===== src/rtl/spi_flash_responder.sv =====
// SPI mode-0 flash responder: decodes READ + 24-bit address, streams words fetched over a req/rvalid
// port back on MISO. All SPI pins are oversampled on the system clock.
module spi_flash_responder #(
    parameter logic [7:0]  CMD_READ    = 8'h03,
    parameter int unsigned ADDR_BITS   = 24,
    parameter int unsigned SYNC_STAGES = 2
) (
    input  logic                 clock,
    input  logic                 reset,
    input  logic                 sck,
    input  logic                 ss_n,
    input  logic                 mosi,
    output logic                 miso,
    output logic                 mem_req,
    output logic [ADDR_BITS-1:0] mem_addr,
    input  logic [31:0]          mem_rdata,
    input  logic                 mem_rvalid,
    output logic                 busy,
    output logic                 err_cmd,
    output logic                 err_late
);

    localparam logic [2:0] StIdle   = 3'd0;
    localparam logic [2:0] StCmd    = 3'd1;
    localparam logic [2:0] StAddr   = 3'd2;
    localparam logic [2:0] StIgnore = 3'd3;
    localparam logic [2:0] StData   = 3'd4;

    logic [SYNC_STAGES-1:0] sck_sync, ss_sync, mosi_sync;
    logic                   sck_prev, ss_prev;
    logic                   sck_s, ss_s, mosi_s;
    logic                   sck_rise, sck_fall, ss_rise, ss_fall;

    logic [2:0]           state_q;
    logic [7:0]           bit_cnt_q;
    logic [6:0]           cmd_sh_q;
    logic [ADDR_BITS-2:0] addr_sh_q;
    logic [31:0]          tx_sh_q;
    logic [31:0]          buf_q;
    logic                 buf_valid_q;
    logic                 stale_q;    // outstanding fetch belongs to a word already sent as zeros
    logic                 reissue_q;

    logic                 rv;
    logic [7:0]           cmd_full;
    logic [ADDR_BITS-1:0] addr_full;
    logic [31:0]          tx_word;

    always_ff @(posedge clock or posedge reset) begin
        if (reset) begin
            sck_sync  <= '0;
            ss_sync   <= '1;
            mosi_sync <= '0;
        end else begin
            sck_sync  <= {sck_sync[SYNC_STAGES-2:0], sck};
            ss_sync   <= {ss_sync[SYNC_STAGES-2:0], ss_n};
            mosi_sync <= {mosi_sync[SYNC_STAGES-2:0], mosi};
        end
    end

    assign sck_s    = sck_sync[SYNC_STAGES-1];
    assign ss_s     = ss_sync[SYNC_STAGES-1];
    assign mosi_s   = mosi_sync[SYNC_STAGES-1];
    assign ss_fall  = ss_prev & ~ss_s;
    assign ss_rise  = ~ss_prev & ss_s;
    assign sck_rise = ~ss_s & ~sck_prev & sck_s;
    assign sck_fall = ~ss_s & sck_prev & ~sck_s;
    assign busy     = ~ss_s;

    assign rv        = mem_req & mem_rvalid;
    assign cmd_full  = {cmd_sh_q, mosi_s};
    assign addr_full = {addr_sh_q, mosi_s};
    // Reorder so a plain MSB-first shift yields bytes in ascending address order.
    assign tx_word   = {buf_q[7:0], buf_q[15:8], buf_q[23:16], buf_q[31:24]};

    always_ff @(posedge clock or posedge reset) begin
        if (reset) begin
            sck_prev    <= 1'b0;
            ss_prev     <= 1'b1;
            state_q     <= StIdle;
            bit_cnt_q   <= '0;
            cmd_sh_q    <= '0;
            addr_sh_q   <= '0;
            tx_sh_q     <= '0;
            buf_q       <= '0;
            buf_valid_q <= 1'b0;
            stale_q     <= 1'b0;
            reissue_q   <= 1'b0;
            miso        <= 1'b0;
            mem_req     <= 1'b0;
            mem_addr    <= '0;
            err_cmd     <= 1'b0;
            err_late    <= 1'b0;
        end else begin
            sck_prev <= sck_s;
            ss_prev  <= ss_s;
            if (ss_rise) begin
                state_q     <= StIdle;
                miso        <= 1'b0;
                mem_req     <= 1'b0;
                buf_valid_q <= 1'b0;
                stale_q     <= 1'b0;
                reissue_q   <= 1'b0;
            end else if (ss_fall) begin
                state_q   <= StCmd;
                bit_cnt_q <= '0;
                cmd_sh_q  <= '0;
                addr_sh_q <= '0;
                tx_sh_q   <= '0;
                miso      <= 1'b0;
                err_cmd   <= 1'b0;
                err_late  <= 1'b0;
            end else begin
                if (rv) begin
                    mem_req <= 1'b0;
                    if (stale_q) begin
                        stale_q   <= 1'b0;
                        reissue_q <= 1'b1;
                    end else begin
                        buf_q       <= mem_rdata;
                        buf_valid_q <= 1'b1;
                    end
                end
                if (reissue_q) begin
                    reissue_q <= 1'b0;
                    mem_req   <= 1'b1;
                    mem_addr  <= mem_addr + ADDR_BITS'(4);
                end
                case (state_q)
                    StCmd: if (sck_rise) begin
                        cmd_sh_q  <= cmd_full[6:0];
                        bit_cnt_q <= bit_cnt_q + 8'd1;
                        if (bit_cnt_q == 8'd7) begin
                            bit_cnt_q <= '0;
                            if (cmd_full == CMD_READ) begin
                                state_q <= StAddr;
                            end else begin
                                state_q <= StIgnore;
                                err_cmd <= 1'b1;
                            end
                        end
                    end
                    StAddr: if (sck_rise) begin
                        addr_sh_q <= addr_full[ADDR_BITS-2:0];
                        bit_cnt_q <= bit_cnt_q + 8'd1;
                        if (bit_cnt_q == 8'(ADDR_BITS - 1)) begin
                            bit_cnt_q <= '0;
                            mem_addr  <= addr_full & ~ADDR_BITS'(3);
                            mem_req   <= 1'b1;
                            state_q   <= StData;
                        end
                    end
                    StData: if (sck_fall) begin
                        bit_cnt_q <= bit_cnt_q + 8'd1;
                        if (bit_cnt_q[4:0] == 5'd0) begin
                            if (buf_valid_q) begin
                                miso        <= tx_word[31];
                                tx_sh_q     <= {tx_word[30:0], 1'b0};
                                buf_valid_q <= 1'b0;
                                mem_req     <= 1'b1;
                                mem_addr    <= mem_addr + ADDR_BITS'(4);
                            end else begin
                                // Word missed: send zeros, let the late fetch drain, then advance.
                                miso     <= 1'b0;
                                tx_sh_q  <= '0;
                                err_late <= 1'b1;
                                if (rv) begin
                                    buf_valid_q <= 1'b0;
                                    reissue_q   <= 1'b1;
                                end else begin
                                    stale_q <= 1'b1;
                                end
                            end
                        end else begin
                            miso    <= tx_sh_q[31];
                            tx_sh_q <= {tx_sh_q[30:0], 1'b0};
                        end
                    end
                    default: ;
                endcase
            end
        end
    end

endmodule


===== config.mk =====
export PLATFORM = sky130hd
export DESIGN_NAME = spi_flash_responder
export DESIGN_NICKNAME = d
export VERILOG_FILES = /design/src/rtl/spi_flash_responder.sv
export SDC_FILE = /design/constraint.sdc
export NUM_CORES = 1
export LEC_CHECK = 0
export ABC_AREA = 1
export BUFFER_PORTS_ARGS = -buffer_cell sky130_fd_sc_hd__buf_2
export CORE_ASPECT_RATIO = 0.5
export CORE_MARGIN = 2
export CORE_UTILIZATION = 45
export DETAILED_ROUTE_END_ITERATION = 8
export SYNTH_ARGS = -nofsm -noshare
export SYNTH_HDL_FRONTEND = slang
export SYNTH_SLANG_ARGS = --single-unit

===== constraint.sdc =====
create_clock -name clock -period 12.4 [get_ports clock]
set_clock_uncertainty 0.05 [all_clocks]
set_input_delay 1.86 -clock clock [delete_from_list [all_inputs] [get_ports clock]]
set_output_delay 1.86 -clock clock [all_outputs]
set_load 0.02 [all_outputs]

After elaboration in Yosys (flattened, before gate mapping)
Index checks and enable logic that the tools add are counted.
{"block": "word_totals", "romBits": 0, "reg_bits": 144, "n_memories": 0, "wordCells": 159, "in_bits": 38, "ramBits": 0, "out_inout_bits": 29, "latchBits": 0}
{"block": "op_classes", "magnitude_cmp": 0, "muxes": 86, "mul": 0, "eq_ne": 16, "addsub": 2, "n_bitwise": 14, "n_reduce_logical": 22, "shift": 0, "div": 0}
{"operator": "32-bit two-way mux", "count": 5}
{"operator": "24-bit two-way mux", "count": 6}
{"operator": "23-bit two-way mux", "count": 3}
{"operator": "1-bit two-way mux", "count": 53}
{"operator": "8-bit two-way mux", "count": 6}
{"operator": "24-bit case mux with 2 select lines", "count": 1}
{"operator": "24-bit by 3-bit adder with 24-bit output, second input constant", "count": 1}
{"operator": "8-bit case mux with 3 select lines", "count": 1}
{"operator": "7-bit two-way mux", "count": 3}
{"operator": "5-bit AND reduction", "count": 4}
{"operator": "3-bit two-way mux", "count": 6}
{"operator": "4-bit inequality test, second input constant", "count": 4}
{"operator": "2-bit nonzero test", "count": 7}
{"operator": "3-bit inequality test, second input constant", "count": 3}
{"operator": "3-bit AND reduction", "count": 3}
{"operator": "8-bit by 1-bit adder with 8-bit output, second input constant", "count": 1}
{"operator": "8-bit by 2-bit == test with 1-bit output, second input constant", "count": 1}
{"operator": "8-bit by 3-bit == test with 1-bit output, second input constant", "count": 1}
{"operator": "8-bit by 5-bit == test with 1-bit output, second input constant", "count": 1}
{"operator": "4-bit nonzero test", "count": 2}
{"operator": "1-bit AND", "count": 7}
{"operator": "1-bit NOT", "count": 7}
{"operator": "2-bit inequality test, second input constant", "count": 3}
{"operator": "3-bit case mux with 2 select lines", "count": 1}
{"operator": "other kinds (8)", "count": 10}

Depth between registers and ports, before layout
{"block": "logic_depth", "ltp_word": 10, "ltp_mapped": 14, "mapped_depth_nobuf": 14}

Least setup slack after synthesis
Ideal clock, no wire load.
{"block": "synth_timing", "kind": "in2reg", "start": "input port mem_rvalid", "end": "register buf_q[10]", "required_time_ns": 12.272, "stages": 6, "arrival_ns": 2.638, "path_slack_ns": 9.635, "setup_ns": 0.078, "path_buffers": 1, "cell_sequence": "nand2_1 > inv_1 > nand3_1 > clkbuf_1 > nor2_1 > a21oi_1"}
{"block": "synth_via", "elab_chain_cells": 2}
{"element": "from (decl)", "line_no": "17", "source": "input logic mem_rvalid,"}
{"element": "1-bit AND", "line_no": "70", "source": "assign rv = mem_req & mem_rvalid;"}
{"element": "4-bit AND reduction (no line)"}
{"element": "to (signal assigned)", "line_no": "120", "source": "buf_q <= mem_rdata;"}
{"element": "to (decl)", "line_no": "39", "source": "logic [31:0] buf_q;"}
Every way passes these cells.
A chain may end at the register's enable or synchronous reset.

Final worst setup path
{"block": "layout_timing", "start": "register ss_sync[1]", "end": "output port busy"}
{"block": "layout_via", "elab_chain_cells": 1}
{"element": "from (decl)", "line_no": "29", "source": "logic [SYNC_STAGES-1:0] sck_sync, ss_sync, mosi_sync;"}
{"element": "from (signal assigned)", "line_no": "56", "source": "ss_sync <= {ss_sync[SYNC_STAGES-2:0], ss_n};"}
{"element": "1-bit NOT", "line_no": "68", "source": "assign busy = ~ss_s;"}
{"element": "to (decl)", "line_no": "18", "source": "output logic busy,"}
Every way passes these cells.

==> results.md <==
* Detailed placer's ending HPWL at 12.7 mm
* Final setup vio count at 0
* DRC Markers at 0
* Crit path time final at 3.17 ns
* Slew @ Worst Pin at 1.07 ns
* Initial antenna violation count at 0
* Post CTS Setup Buffer Count at 0
* Syn-to-layout area delta at 14.5%
* Switching portion of total power at 37.8%
* Remaining global-route overflow at 0
* Max-slew violations at 0
* DIE HEIGHT at 96.1 µm
* Startpoint types: flop
* Dominant cell type by area after synthesis: dfrtp_1
* Tot Pwr at 1.65 mW
* GRT Max-Usage Layer: met2
* Maximum clock rate at 316 MHz
* Leakage at 4.21 nW
* Largest net degree at the start of global routing at 82
* Hold Path Cell Cnt at 0
* Max-Cap Viols at 0
* CP endpoint kind: output port
* Hold EP: sck_sync[1]
* TNS Setup at 0 ns
* # diodes at 0
* Max Root-Sink Buffers at 2
* Initial Utilization at 46.3%
* Synth top area share at 45.2%
* Total track usage at 22.6%
* Hold_sp: sck_sync[0]
* CTS tree: yes
* RSZ-0062 raised after global routing: false
* Met1 Use GR at 31.3%
* Worst-skew pair later-pin latency at 0.42 ns
* WL final at 19.3 mm
* Synth Register Bits at 141
* Slack of the critical path at 9.23 ns
* Met2 usage at 36.8%
* Reg2reg setup slack at 9.32 ns
* PwrDens at 188 nW/µm²
* Worst Path Max Fanout at 4
* Length of the first detailed-routing pass in iterations at 5
* Post-Syn Area per Cell at 7.71 µm²
* Final period utilization at 25.5%
* Top post-synthesis cells by area: dfrtp_1 (45%), nand2_1 (9.9%), inv_1 (7.8%)
* Root Driver: clkbuf_16
* DIE WIDTH at 188 µm
* Post-CTS Resized at 0
* Headroom to the max-slew limit at 28.3%
* Hold Worst Slack at 0.299 ns
* Port bufs at 64
* Netlist Area Pre-Place at 7630 µm²
* NumNets Final at 1,085
* Commonest non-fill, non-tap cells in the layout: nand2_1 (202), inv_1 (157), dfrtp_1 (138), nor2_1 (96), nand3_1 (88)
* Synth Flop Type: dfrtp_1
* Clock sinks at 141
* Internal Power at 1.02 mW
* Placer Congestion at 0.876
* FF-to-FF Start: reissue_q
* Clock share of power at 34.4%
* Placed instance count at 1,249
* YS warnings at 0
* Worst vdd ir at 0.118 mV
* Placement Rows at 33
* Routing usage on met3 at 3.68%
* Via count at 6,738
* CTS Buf Count at 17
* Core ar. at 16,500 µm²
* Post-synthesis sequential area ratio at 46.3%
* Synth unique cells at 44
* Critical Path RT at 10.49 ns
* Reg power frac at 36.3%
* Vias in the first global route at 6,326
* Crit path DAT at 1.26 ns
* Gate power share at 29.3%
* Final instance area at 8740 µm²
* Area post-placement at 8100 µm²
* Min-delay worst type: reg2reg
* Reg2reg end: mem_addr[17]
* Hold Vio Cnt, Final at 0
* Antenna viol nets, final at 0
* Switching power total at 0.623 mW
* Ys async rst share at 100%
* H-tree depth at 4
* Vias per cell at 5.26
* Dpl ws at 8.98 ns
* Clock Pin Slew Worst Setup and Hold Paths at 0.06 ns
* Commonest non-fill, non-tap cell in the layout: nand2_1
* 1st-iter DRT viols at 491
* I/O pin count at 67
* Critical path type: reg2out
* Share of layout cells above drive strength 1 at 13.6%
* Final Non-Filler Cells at 1,281
* Die ar. at 18,100 µm²
* Final Util at 53.1%
* CTS Hold Buffers Added at 0
* Cells on worst reg2reg path at 6
* Average wire per standard cell at 15.1 µm
* First-pass GRT wire length at 32.3 mm
* Status: finished, final reports clean
* Post-synth EDFFs at 0
* Cells after synthesis at 990
## critical path: stages, from the launching register on
cell	delay [ns]
dfstp_2	0.58
inv_1	0.09
buf_2	0.17
## synth_stat cells (2+ instances only)
master,instances
a21oi_1,59
a21oi_2,2
a31oi_1,5
buf_1,2
buf_2,14
buf_4,6
buf_6,3
clkbuf_1,17
dfrtp_1,138
dfstp_2,3
ha_1,6
inv_1,158
inv_2,8
nand2_1,202
nand3_1,89
nand3_2,4
nand3b_1,4
nand4_1,6
nor2_1,96
nor2_2,6
nor2_4,4
nor3_1,11
nor3_2,2
nor3b_1,2
o211ai_1,8
o21ai_0,37
o21ai_1,8
o21ai_2,2
o221ai_1,29
o22ai_1,34
xnor2_1,6
xor2_1,7
## metal layers
metal / vias to the layer above / share of wire [%] / wire [µm]
li1: 3328 / - / -
met5: - / 0 / 0
met2: 169 / 46 / 8800
met3: 18 / 4.9 / 948
met4: 0 / 1.2 / 231
met1: 3223 / 48 / 9350
## final cells by class
type	count	area (µm²)
multi-input cells	641	3260
clock inverters	13	201
clock buffers	19	443
flip-flops and latches	141	3530
well taps	227	284
inverters	167	632
fillers	1613	7730
repair buffers	73	388
## worst max-delay path by stage
stage / start / endpoint / slack [ns] / depth (start not counted)
6_report: ss_sync[1] / busy / 9.23 / 2
5_1_grt: reissue_q / mem_addr[16] / 9.09 / 6
4_1_cts: ss_sync[1] / busy / 9.20 / 2
3_5_place_dp: reset / buf_q[24] / 8.98 / 3
3_3_place_gp: reset / buf_q[24] / 8.99 / 3
2_1_floorplan: reset / addr_sh_q[0] / 6.71 / 1
## power by group through the flow
stage | registers, mW | logic [mW] | clock network, mW
floorplan | 0.621 | 0.330 | 0
global placement | 0.604 | 0.471 | 0
detailed placement | 0.605 | 0.479 | 0
CTS | 0.597 | 0.482 | 0.578
global route | 0.607 | 0.546 | 0.597
finish | 0.598 | 0.482 | 0.567
## logic make-up after synthesis
logic type      Yosys count  synth area share, %
compound gates          189                 15.3
xor+xnor                 13                 1.49
fa+ha+maj                 6                0.983
buf+inv                 209                 11.1
flops                   141                 46.3
mux                       1                0.148
other cells               1               0.0491
simple gates            430                 24.7
## state kept, by name, indices dropped and copies added, names as in the netlist
register,count
stale_q,1
addr_sh_q,23
err_cmd,1
err_late,1
sck_prev,1
bit_cnt_q,8
state_q,3
mosi_sync,2
sck_sync,2
ss_sync,2
tx_sh_q,31
miso,1
ss_prev,1
reissue_q,1
cmd_sh_q,7
mem_addr,22
mem_req,1
buf_valid_q,1
buf_q,32
No activity file was read; power rests on OpenSTA's default activity.
